===== src/rtl/olvds_tx_ctrl.sv =====
// Serial frame controller feeding the A input of an OLVDS output buffer: start, LSB-first data, stop.
// Define OLVDS_TX_PARITY_EN to insert an even-parity bit between the data and stop bits.
module olvds_tx_ctrl #(
  parameter int unsigned DATA_WIDTH = 8,
  parameter int unsigned BIT_CYCLES = 4
) (
  input  logic                  CLK,
  input  logic                  RSTN,
  input  logic [DATA_WIDTH-1:0] DIN,
  input  logic                  DVALID,
  output logic                  DREADY,
  output logic                  SER,
  output logic                  BUSY
);

  localparam int unsigned IdxW   = (DATA_WIDTH > 1) ? $clog2(DATA_WIDTH) : 1;
  localparam logic [7:0]  Reload = 8'(BIT_CYCLES - 1);
  localparam logic [IdxW-1:0] LastIdx = IdxW'(DATA_WIDTH - 1);

  typedef enum logic [2:0] {
    StIdle  = 3'd0,
    StStart = 3'd1,
    StData  = 3'd2,
    StStop  = 3'd3
`ifdef OLVDS_TX_PARITY_EN
    , StPar = 3'd4
`endif
  } state_e;

  state_e                state_q, state_d;
  logic [7:0]            timer_q, timer_d;
  logic [IdxW-1:0]       idx_q, idx_d;
  logic [DATA_WIDTH-1:0] shreg_q, shreg_d;
  logic                  ser_q, ser_d;
  logic                  busy_q, busy_d;
  logic                  bit_done;
  logic                  accept;
`ifdef OLVDS_TX_PARITY_EN
  logic                  parity_q, parity_d;
`endif

  always_comb begin
    bit_done = (timer_q == 8'd0);
    DREADY   = RSTN && ((state_q == StIdle) || ((state_q == StStop) && bit_done));
    accept   = DVALID && DREADY;

    state_d  = state_q;
    timer_d  = timer_q;
    idx_d    = idx_q;
    shreg_d  = shreg_q;
`ifdef OLVDS_TX_PARITY_EN
    parity_d = parity_q;
`endif

    unique case (state_q)
      StIdle: begin
        if (accept) begin
          state_d  = StStart;
          timer_d  = Reload;
          shreg_d  = DIN;
`ifdef OLVDS_TX_PARITY_EN
          parity_d = ^DIN;
`endif
        end
      end
      StStart: begin
        if (bit_done) begin
          state_d = StData;
          timer_d = Reload;
          idx_d   = '0;
        end else begin
          timer_d = timer_q - 8'd1;
        end
      end
      StData: begin
        if (bit_done) begin
          timer_d = Reload;
          if (idx_q == LastIdx) begin
`ifdef OLVDS_TX_PARITY_EN
            state_d = StPar;
`else
            state_d = StStop;
`endif
          end else begin
            idx_d   = idx_q + IdxW'(1);
            shreg_d = shreg_q >> 1;
          end
        end else begin
          timer_d = timer_q - 8'd1;
        end
      end
`ifdef OLVDS_TX_PARITY_EN
      StPar: begin
        if (bit_done) begin
          state_d = StStop;
          timer_d = Reload;
        end else begin
          timer_d = timer_q - 8'd1;
        end
      end
`endif
      StStop: begin
        if (bit_done) begin
          // A word accepted in the last stop cycle starts the next frame with no gap.
          if (accept) begin
            state_d  = StStart;
            timer_d  = Reload;
            shreg_d  = DIN;
`ifdef OLVDS_TX_PARITY_EN
            parity_d = ^DIN;
`endif
          end else begin
            state_d = StIdle;
            timer_d = 8'd0;
          end
        end else begin
          timer_d = timer_q - 8'd1;
        end
      end
      default: state_d = StIdle;
    endcase

    // SER is registered from the next state so the line changes together with the state.
    unique case (state_d)
      StStart: ser_d = 1'b0;
      StData:  ser_d = shreg_d[0];
`ifdef OLVDS_TX_PARITY_EN
      StPar:   ser_d = parity_q;
`endif
      default: ser_d = 1'b1;
    endcase
    busy_d = (state_d != StIdle);
  end

  always_ff @(posedge CLK) begin
    if (!RSTN) begin
      state_q  <= StIdle;
      timer_q  <= 8'd0;
      idx_q    <= '0;
      shreg_q  <= '0;
      ser_q    <= 1'b1;
      busy_q   <= 1'b0;
`ifdef OLVDS_TX_PARITY_EN
      parity_q <= 1'b0;
`endif
    end else begin
      state_q  <= state_d;
      timer_q  <= timer_d;
      idx_q    <= idx_d;
      shreg_q  <= shreg_d;
      ser_q    <= ser_d;
      busy_q   <= busy_d;
`ifdef OLVDS_TX_PARITY_EN
      parity_q <= parity_d;
`endif
    end
  end

  assign SER  = ser_q;
  assign BUSY = busy_q;

endmodule

===== config.mk =====
export PLATFORM = sky130hd
export DESIGN_NAME = olvds_tx_ctrl
export DESIGN_NICKNAME = d
export VERILOG_FILES = /design/src/rtl/olvds_tx_ctrl.sv
export SDC_FILE = /design/constraint.sdc
export NUM_CORES = 1
export LEC_CHECK = 0
export ABC_CLOCK_PERIOD_IN_PS = 3000
export CAP_MARGIN = 15
export CORE_MARGIN = 2
export CORE_UTILIZATION = 40
export DETAILED_ROUTE_END_ITERATION = 8
export PLACE_DENSITY_LB_ADDON = 0.25
export SETUP_SLACK_MARGIN = 0.05
export SYNTH_ARGS = -nofsm -noshare
export SYNTH_HDL_FRONTEND = slang
export SYNTH_SLANG_ARGS = --single-unit

===== constraint.sdc =====
create_clock -name CLK -period 3 [get_ports CLK]
set_input_delay 0.6 -clock CLK [delete_from_list [all_inputs] [get_ports CLK]]
set_output_delay 0.6 -clock CLK [all_outputs]
set_load 0.01 [all_outputs]

# Yosys cells after proc, flatten, opt, wreduce, memory -nomap -nowiden
# Index checks and enable logic that the tools add are counted.
# word_totals
in_bits	11
register_bits	24
out_inout_bits	3
elab_cells	56
# classes
n_addsub	2
eq_ne	11
reduce_logical	14
mux	22
# op_table
operator	n
$mux W8	7
$pmux W8 S3	2
$mux W3	8
$pmux W3 S4	1
$ne A2 B2 Y1 const B	5
$eq A3 B2 Y1 const B	3
$reduce_bool A3 Y1	3
$logic_not A8 Y1	1
$reduce_and A4 Y1	2
$sub A8 B1 Y8 const B	1
$eq A3 B1 Y1 const B	2
$pmux W3 S2	1
$add A3 B1 Y3 const B	1
$eq A3 B3 Y1 const B	1
$logic_and A1 B1 Y1	3
$logic_not A3 Y1	1
$mux W2	1
$pmux W1 S2	1
$reduce_and A2 Y1	1
$reduce_bool A2 Y1	1
$reduce_or A2 Y1	1
$logic_or A1 B1 Y1	1
$mux W1	1

# Depth between registers and ports, before layout
# Gate-level depths: netlist (run 1).
# depth
ltp_word	10
ltp_mapped	7
ltp_nobuf	6

# Worst setup path after synthesis (run 1)
# OpenSTA, ideal clock, no wires.
# synth_path
path_type	register to output
from	register timer_q[0]
to	output port DREADY
n_path_buf	1
t_required_ns	2.400
arrival_ns	1.719
stages_incl_launch_ff	7
slack_ns	0.681
path_cell_list	dfxtp_1 inv_1 ha_1 or3b_2 clkbuf_2 o31ai_4 and2_2
# synth_between
elab_chain_len	4
# synth_lines
item	line	rtl
start, declared	31	logic [7:0] timer_q, timer_d;
start signal, assigned	148	timer_q <= timer_d;
$logic_not A8 Y1	43	bit_done = (timer_q == 8'd0);
$logic_and A1 B1 Y1	44	DREADY = RSTN && ((state_q == StIdle) || ((state_q == StStop) && bit_done));
$logic_or A1 B1 Y1	44	
$logic_and A1 B1 Y1	44	
end, declared	11	output logic DREADY,
# No other way between the ends.

# Final worst setup path (run 1)
# layout_path
from	register timer_q[6]
to	output port DREADY
# The elaborated chain is that of the path after synthesis.

==> results of run 1 <==
## power by group through the flow
stage | logic (mW) | registers, mW | clock network (mW)
2_1_floorplan | 0.105 | 0.352 | 0
3_3_place_gp | 0.142 | 0.355 | 0
3_5_place_dp | 0.145 | 0.355 | 0
4_1_cts | 0.150 | 0.349 | 0.182
5_1_grt | 0.170 | 0.352 | 0.196
6_report | 0.157 | 0.349 | 0.175
## cells by family (layout without fill, tap and decap cells)
| family | count (synthesis) | in the layout | synth area share, % |
|---|---|---|---|
| compound gates | 34 | 34 | 19.1 |
| xor+xnor | 6 | 6 | 3.86 |
| fa+ha+maj | 3 | 3 | 2.76 |
| buf+inv | 17 | 31 | 5.33 |
| flops | 24 | 24 | 35.3 |
| mux | 1 | 1 | 0.735 |
| other cells | 1 | 1 | 0.275 |
| simple gates | 74 | 74 | 32.7 |
## worst paths after layout
check | slack (ns) | from | endpoint
hold reg to reg | 0.49 | shreg_q[3] | shreg_q[3]
hold / removal | 0.49 | shreg_q[3] | shreg_q[3]
setup reg to reg | 0.85 | timer_q[0] | SER
setup / recovery | 0.48 | timer_q[6] | DREADY
## state kept, by name, summed over array words and instances, names as in the netlist
signal,flops
state_q,3
shreg_q,8
SER,1
timer_q,8
BUSY,1
idx_q,3
## metrics by stage
stage          cell area, um^2  setup slack [ns]  power (mW)  instances  hold slack [ns]
2_1_floorplan             1360             0.681       0.457        160            0.447
3_3_place_gp              1550             0.333       0.497        215            0.460
3_5_place_dp              1550             0.339       0.501        215            0.473
4_1_cts                   1590            0.0806       0.681        219            0.492
5_1_grt                   1610             0.390       0.718        220            0.518
6_report                  1610             0.483       0.681        220            0.488
## synthesized netlist by cell type (2+ instances only)
cell type / n / area, um^2
o21ai_0: 3 / 15.0
nand3_1: 19 / 95.1
dfxtp_1: 24 / 480
nor3b_1: 4 / 30.0
or3_1: 2 / 12.5
a211oi_1: 3 / 22.5
xnor2_1: 6 / 52.6
ha_1: 3 / 37.5
nor3_1: 2 / 10.0
and4_1: 3 / 26.3
o21a_1: 2 / 15.0
a21boi_0: 2 / 15.0
a22oi_1: 2 / 15.0
o211ai_1: 3 / 22.5
a31oi_1: 3 / 18.8
o2111ai_1: 4 / 35.0
a21oi_1: 3 / 15.0
nand2_1: 5 / 18.8
nand2b_1: 2 / 12.5
inv_1: 7 / 26.3
nor2_1: 11 / 41.3
nand4_1: 8 / 50.1
nor2b_1: 3 / 18.8
nor4_1: 4 / 25.0
clkbuf_1: 8 / 30.0
## repair_timing
action | 4_1_cts | 5_1_grt
buffers inserted | 0 | 1
hold buffers | 0 | 0
setup endpoints to repair | 1 | 1
resized for setup | 2 | 3
## per-layer routing
metal	global-route usage, %	vias up	share of wire (%)
met1	26.8	595	49
met3	3.26	5	4.8
met4	6.94	0	1.3
met2	26.5	29	45
li1	-	631	-
met5	0	-	0
## tightest hold or removal path, cell delays in order, from the launching register on
cell,delay [ns]
dfxtp_1,0.33
nand4_1,0.06
nand3_1,0.06
## final cells by class
| cell class | instances | area (um^2) |
|---|---|---|
| sequential | 24 | 482 |
| tap | 46 | 57.6 |
| clock buffer | 4 | 36.3 |
| multi-input combinational | 119 | 818 |
| timing repair buffer | 20 | 185 |
| inverter | 7 | 26.3 |
| fill | 333 | 1710 |
==> results.md, run 1 <==
- Final period utilization: a little over four fifths
- Logic pwr share: 23.0%
- Pwr Density: 424 mW/mm^2
- Longest Clk Path Bufs: 2
- CP top delay family: simple AND/OR/NAND/NOR gates
- Post-layout util: between 40 and 50%
- CP Capture Type: output port
- Nets: 189
- I/O pins: 14
- Startpoint Class: flop
- Relative slew slack: a little under half
- Pleak: 0.598 nW
- Endpoints failing setup: 0
- First-pass GRT wire length: about 5700 um
- Most common cell after layout, fill and taps aside: dfxtp_1
- Row count: 21
- Final Hold Fails: 0
- Cell Chain, Critical Path: or4_4 -> o31ai_4 -> and2_2 -> dlymetal6s2s_1
- Vias in the first global route: roughly 1200
- Gr usage total: 18.2%
- Post-route ant nets: 0
- Peak supply drop: 0.000254 V
- DR pass1 iterations: 4
- Hold path cells: 2
- Share of post-route cells with drive strength above 1: 13.2%
- Initial core utilization: between 40% and 50%
- Sequential fraction of the synthesis area: 35.3%
- Number of max-cap violations: 0
- Worst EP required: 2.40 ns
- Reg power frac: 51.3%
- Die Area: 0.00389 mm^2
- H-tree depth: 1
- Outcome: completed
- Crit path max-delay cell type: or4_4
- Switching Fraction: 29.3%
- Port Buffers: 13
- Die X-Extent: 62.4 um
- Total number of vias: 1260
- Unrepaired setup endpoints after global routing: no
- Achievable Freq: 397 MHz
- Critical Path Stages: 4
- Root buffer cell: clkbuf_4
- Synth Register Bits: 24
- Avg WL per Cell: between 10 and 15 um
- Clk slew on worst S/H paths: 0.13 ns
- Most used DFF post-synth: dfxtp_1
- EDFF count, synth: 0
- Final slew viol count: 0
- Buf/Inv on CP: 1
- DRC violations left: 0
- Total CTS buffers: 3
- Global placement routability congestion: 0.834
- Die height: 62.4 um
- Switching pwr: 200 uW
- Final setup skew: between 0.004 and 0.005 ns
- Pint: between 400 and 500 uW
- Ant. Diodes: 0
- Initial antenna violation count: 0
- Clock Power Share: 25.7%
- Reg2reg path depth: 7
- First DRT Iteration DRCs: 118
- Clk sink count: 24
- CP max FO: 8
- Floorplan Core Area: 0.00331 mm^2
- Cells after Synth: 160
- Net count after synthesis: between 150 and 200
- Library cells used by synthesis: between 40 and 50
- Largest net degree at the start of global routing: 25
- HP Class: flop to flop
- Total Wirelength: 3280 um
- Final HPWL DP: 2370 um
- Worst skew pair latency: ~0.33 ns
- CP peak stage delay: 0.62 ns
- Most frequent cells in the layout: dfxtp_1 (23), nand3_1 (19), clkdlybuf4s50_1 (12), nor2_1 (11), nand4_1 (8)
- Setup TNS: 0 ns
- Minimum clock period: about 2.5 ns
- Arrival time worst endpoint: around 1.9 ns
- Avg Synthesized Cell Area: 8.52 um^2
- Post-synth design cell area: approximately 0.0014 mm^2
- Area growth syn-to-layout: 17.8%
- Worst-margin pin slew: between 0.8 and 0.9 ns
- Async SR Flop Fraction: 0%
- Syn. warnings: 0
- Grt ovf: 0
- Avg Vias per Cell: 5.73
- Worst Path Class, Setup: flop to output port
- CTS tree: done
Note: power is estimated with default switching activity, not from simulation.
==> inputs of run 2 (changes only) <==
ABC_CLOCK_PERIOD_IN_PS = 2600   (was 3000)
clock period = 2.6 ns   (was 3 ns; I/O delays follow)
==> results.md, run 2 (synthesis results as in run 1) <==
- Worst Path Class, Setup: flop to output port
- Floorplan Core Area: ~0.0033 mm^2
- Vias in the first global route: 1166
- H-tree depth: 1
- Die Area: 0.00389 mm^2
- Minimum clock period: roughly 2.5 ns
- DRC violations left: 0
- Longest Clk Path Bufs: 2
- Final setup skew: 0.00300 ns
- Grt ovf: 0
- Final slew viol count: 0
- Cell Chain, Critical Path: or4_4 -> o31ai_4 -> and2_4 -> clkdlybuf4s15_2
- Root buffer cell: clkbuf_4
- Total chip power: 862 uW
- Peak supply drop: 0.000267 V
- Met1 Use GR: 24.5%
- Multi-input gate area: roughly 800 um^2
- Global placement routability congestion: 0.958
- Hold buffers post-CTS: 0
- Area growth syn-to-layout: 21.6%
- Final WS setup: 0.111 ns
- Endpoints failing setup: 0
- Die height: 62.4 um
- Largest net degree at the start of global routing: 25
- Achievable Freq: 402 MHz
- Port Buffers: 13
- Pwr Density: 520 mW/mm^2
- Row count: 21
- Outcome: completed
- First DRT Iteration DRCs: between 50 and 60
- Avg Vias per Cell: roughly 5.7
- Share of post-route cells with drive strength above 1: 15.6%
- Most common cell after layout, fill and taps aside: dfxtp_1
- Fin cells: 225
- Initial antenna violation count: 0
- Nets: 194
- Total Wirelength: 3250 um
- Arrival time worst endpoint: 1.97 ns
- Place WS: 0.129 ns
- Grt met2 use: 26.1%
- HP Class: flop to flop
- Die X-Extent: roughly 62 um
- Crit path max-delay cell type: or4_4
- Worst-margin pin slew: 0.871 ns
- Most frequent cells in the layout: dfxtp_1 (23), nand3_1 (19), clkdlybuf4s50_1 (12), buf_4 (12), nor2_1 (11)
- Final period utilization: 95.7%
- Total number of vias: 1289
- Most used routing layer: met2
- I/O pins: 14
- Gr usage total: between 15 and 20%
- Clk sink count: 24
- CP peak stage delay: around 0.58 ns
- Final Hold Fails: 0
- Total CTS buffers: 3
- Startpoint Class: flop
- Relative slew slack: 41.6%
- Top Registers: shreg_q (8), timer_q (8)
- Clk slew on worst S/H paths: 0.13 ns
- CP Capture Type: output port
- Unrepaired setup endpoints after global routing: no
- Initial core utilization: between 40% and 50%
- Avg WL per Cell: 14.4 um
- Number of max-cap violations: 0
- Final HPWL DP: 2340 um
- M3 GR Usage: 4.71%
- Worst skew pair latency: 0.32 ns
- Reg area: 482 um^2
- Hold_ws: ~0.48 ns
- Post-route ant nets: 0
- CTS tree: done
- Setup TNS: 0 ns
- Worst EP required: roughly 2.1 ns
- Pleak: a little over 0.6 nW
- CP max FO: 3
- First-pass GRT wire length: around 5500 um
- Layout fillers: about 330
- Dpl cells: approximately 220
- DR pass1 iterations: 4
- Ant. Diodes: 0
-- run 2: routing by layer --
layer,vias up,share of wire [%]
li1,642,-
met1,602,50
met2,40,43
met3,5,5.9
met4,0,0.89
met5,-,0
-- run 2: path summary, 6_finish.rpt --
check	from	to	slack, ns	cells after the start
min reg2reg	shreg_q[4]	shreg_q[4]	0.48	2
min	shreg_q[4]	shreg_q[4]	0.48	2
max	timer_q[6]	DREADY	0.11	4
max reg2reg	timer_q[6]	SER	0.60	5
-- run 2: worst max-delay path: cells and delay by family, from the launching register on --
| family | cells | cell delay, ns |
|---|---|---|
| AOI/OAI and AO/OA | 1 | 0.28 |
| buffers and inverters | 1 | 0.22 |
| DFF | 1 | 0.39 |
| and+or+nand+nor | 2 | 0.76 |
-- run 2: final cells by class --
| cell class | count | area share (%) |
|---|---|---|
| inverter | 7 | 1.59 |
| sequential | 24 | 29.1 |
| timing repair buffer | 25 | 13.4 |
| clock buffer | 3 | 1.36 |
| multi-input combinational | 119 | 49.3 |
| tap | 46 | 3.47 |
| clock inverter | 1 | 1.81 |
-- run 2: repair_timing --
action / 4_1_cts / 5_1_grt
setup endpoints to repair: 1 / 1
pin swaps: 0 / 1
buffers inserted: 0 / 0
resized for setup: 3 / 4
-- run 2: metrics by stage --
step           area, um^2  util (%)
6_report             1660      50.0
3_3_place_gp         1590      48.1
3_5_place_dp         1590      48.1
2_1_floorplan        1360         -
5_1_grt              1660      50.0
4_1_cts              1650      49.8
-- run 2: where the power goes --
part	internal (mW)	switching [mW]	total, mW
Clock	0.156	0.116	0.272
Sequential	0.386	0.0153	0.401
Combinational	0.0881	0.100	0.188
==> inputs of run 3 (changes only) <==
CTS_CLUSTER_SIZE = 28   (was not set)
==> results of run 3 <==
Final layout, timing and power as in run 2 (identical DEF).
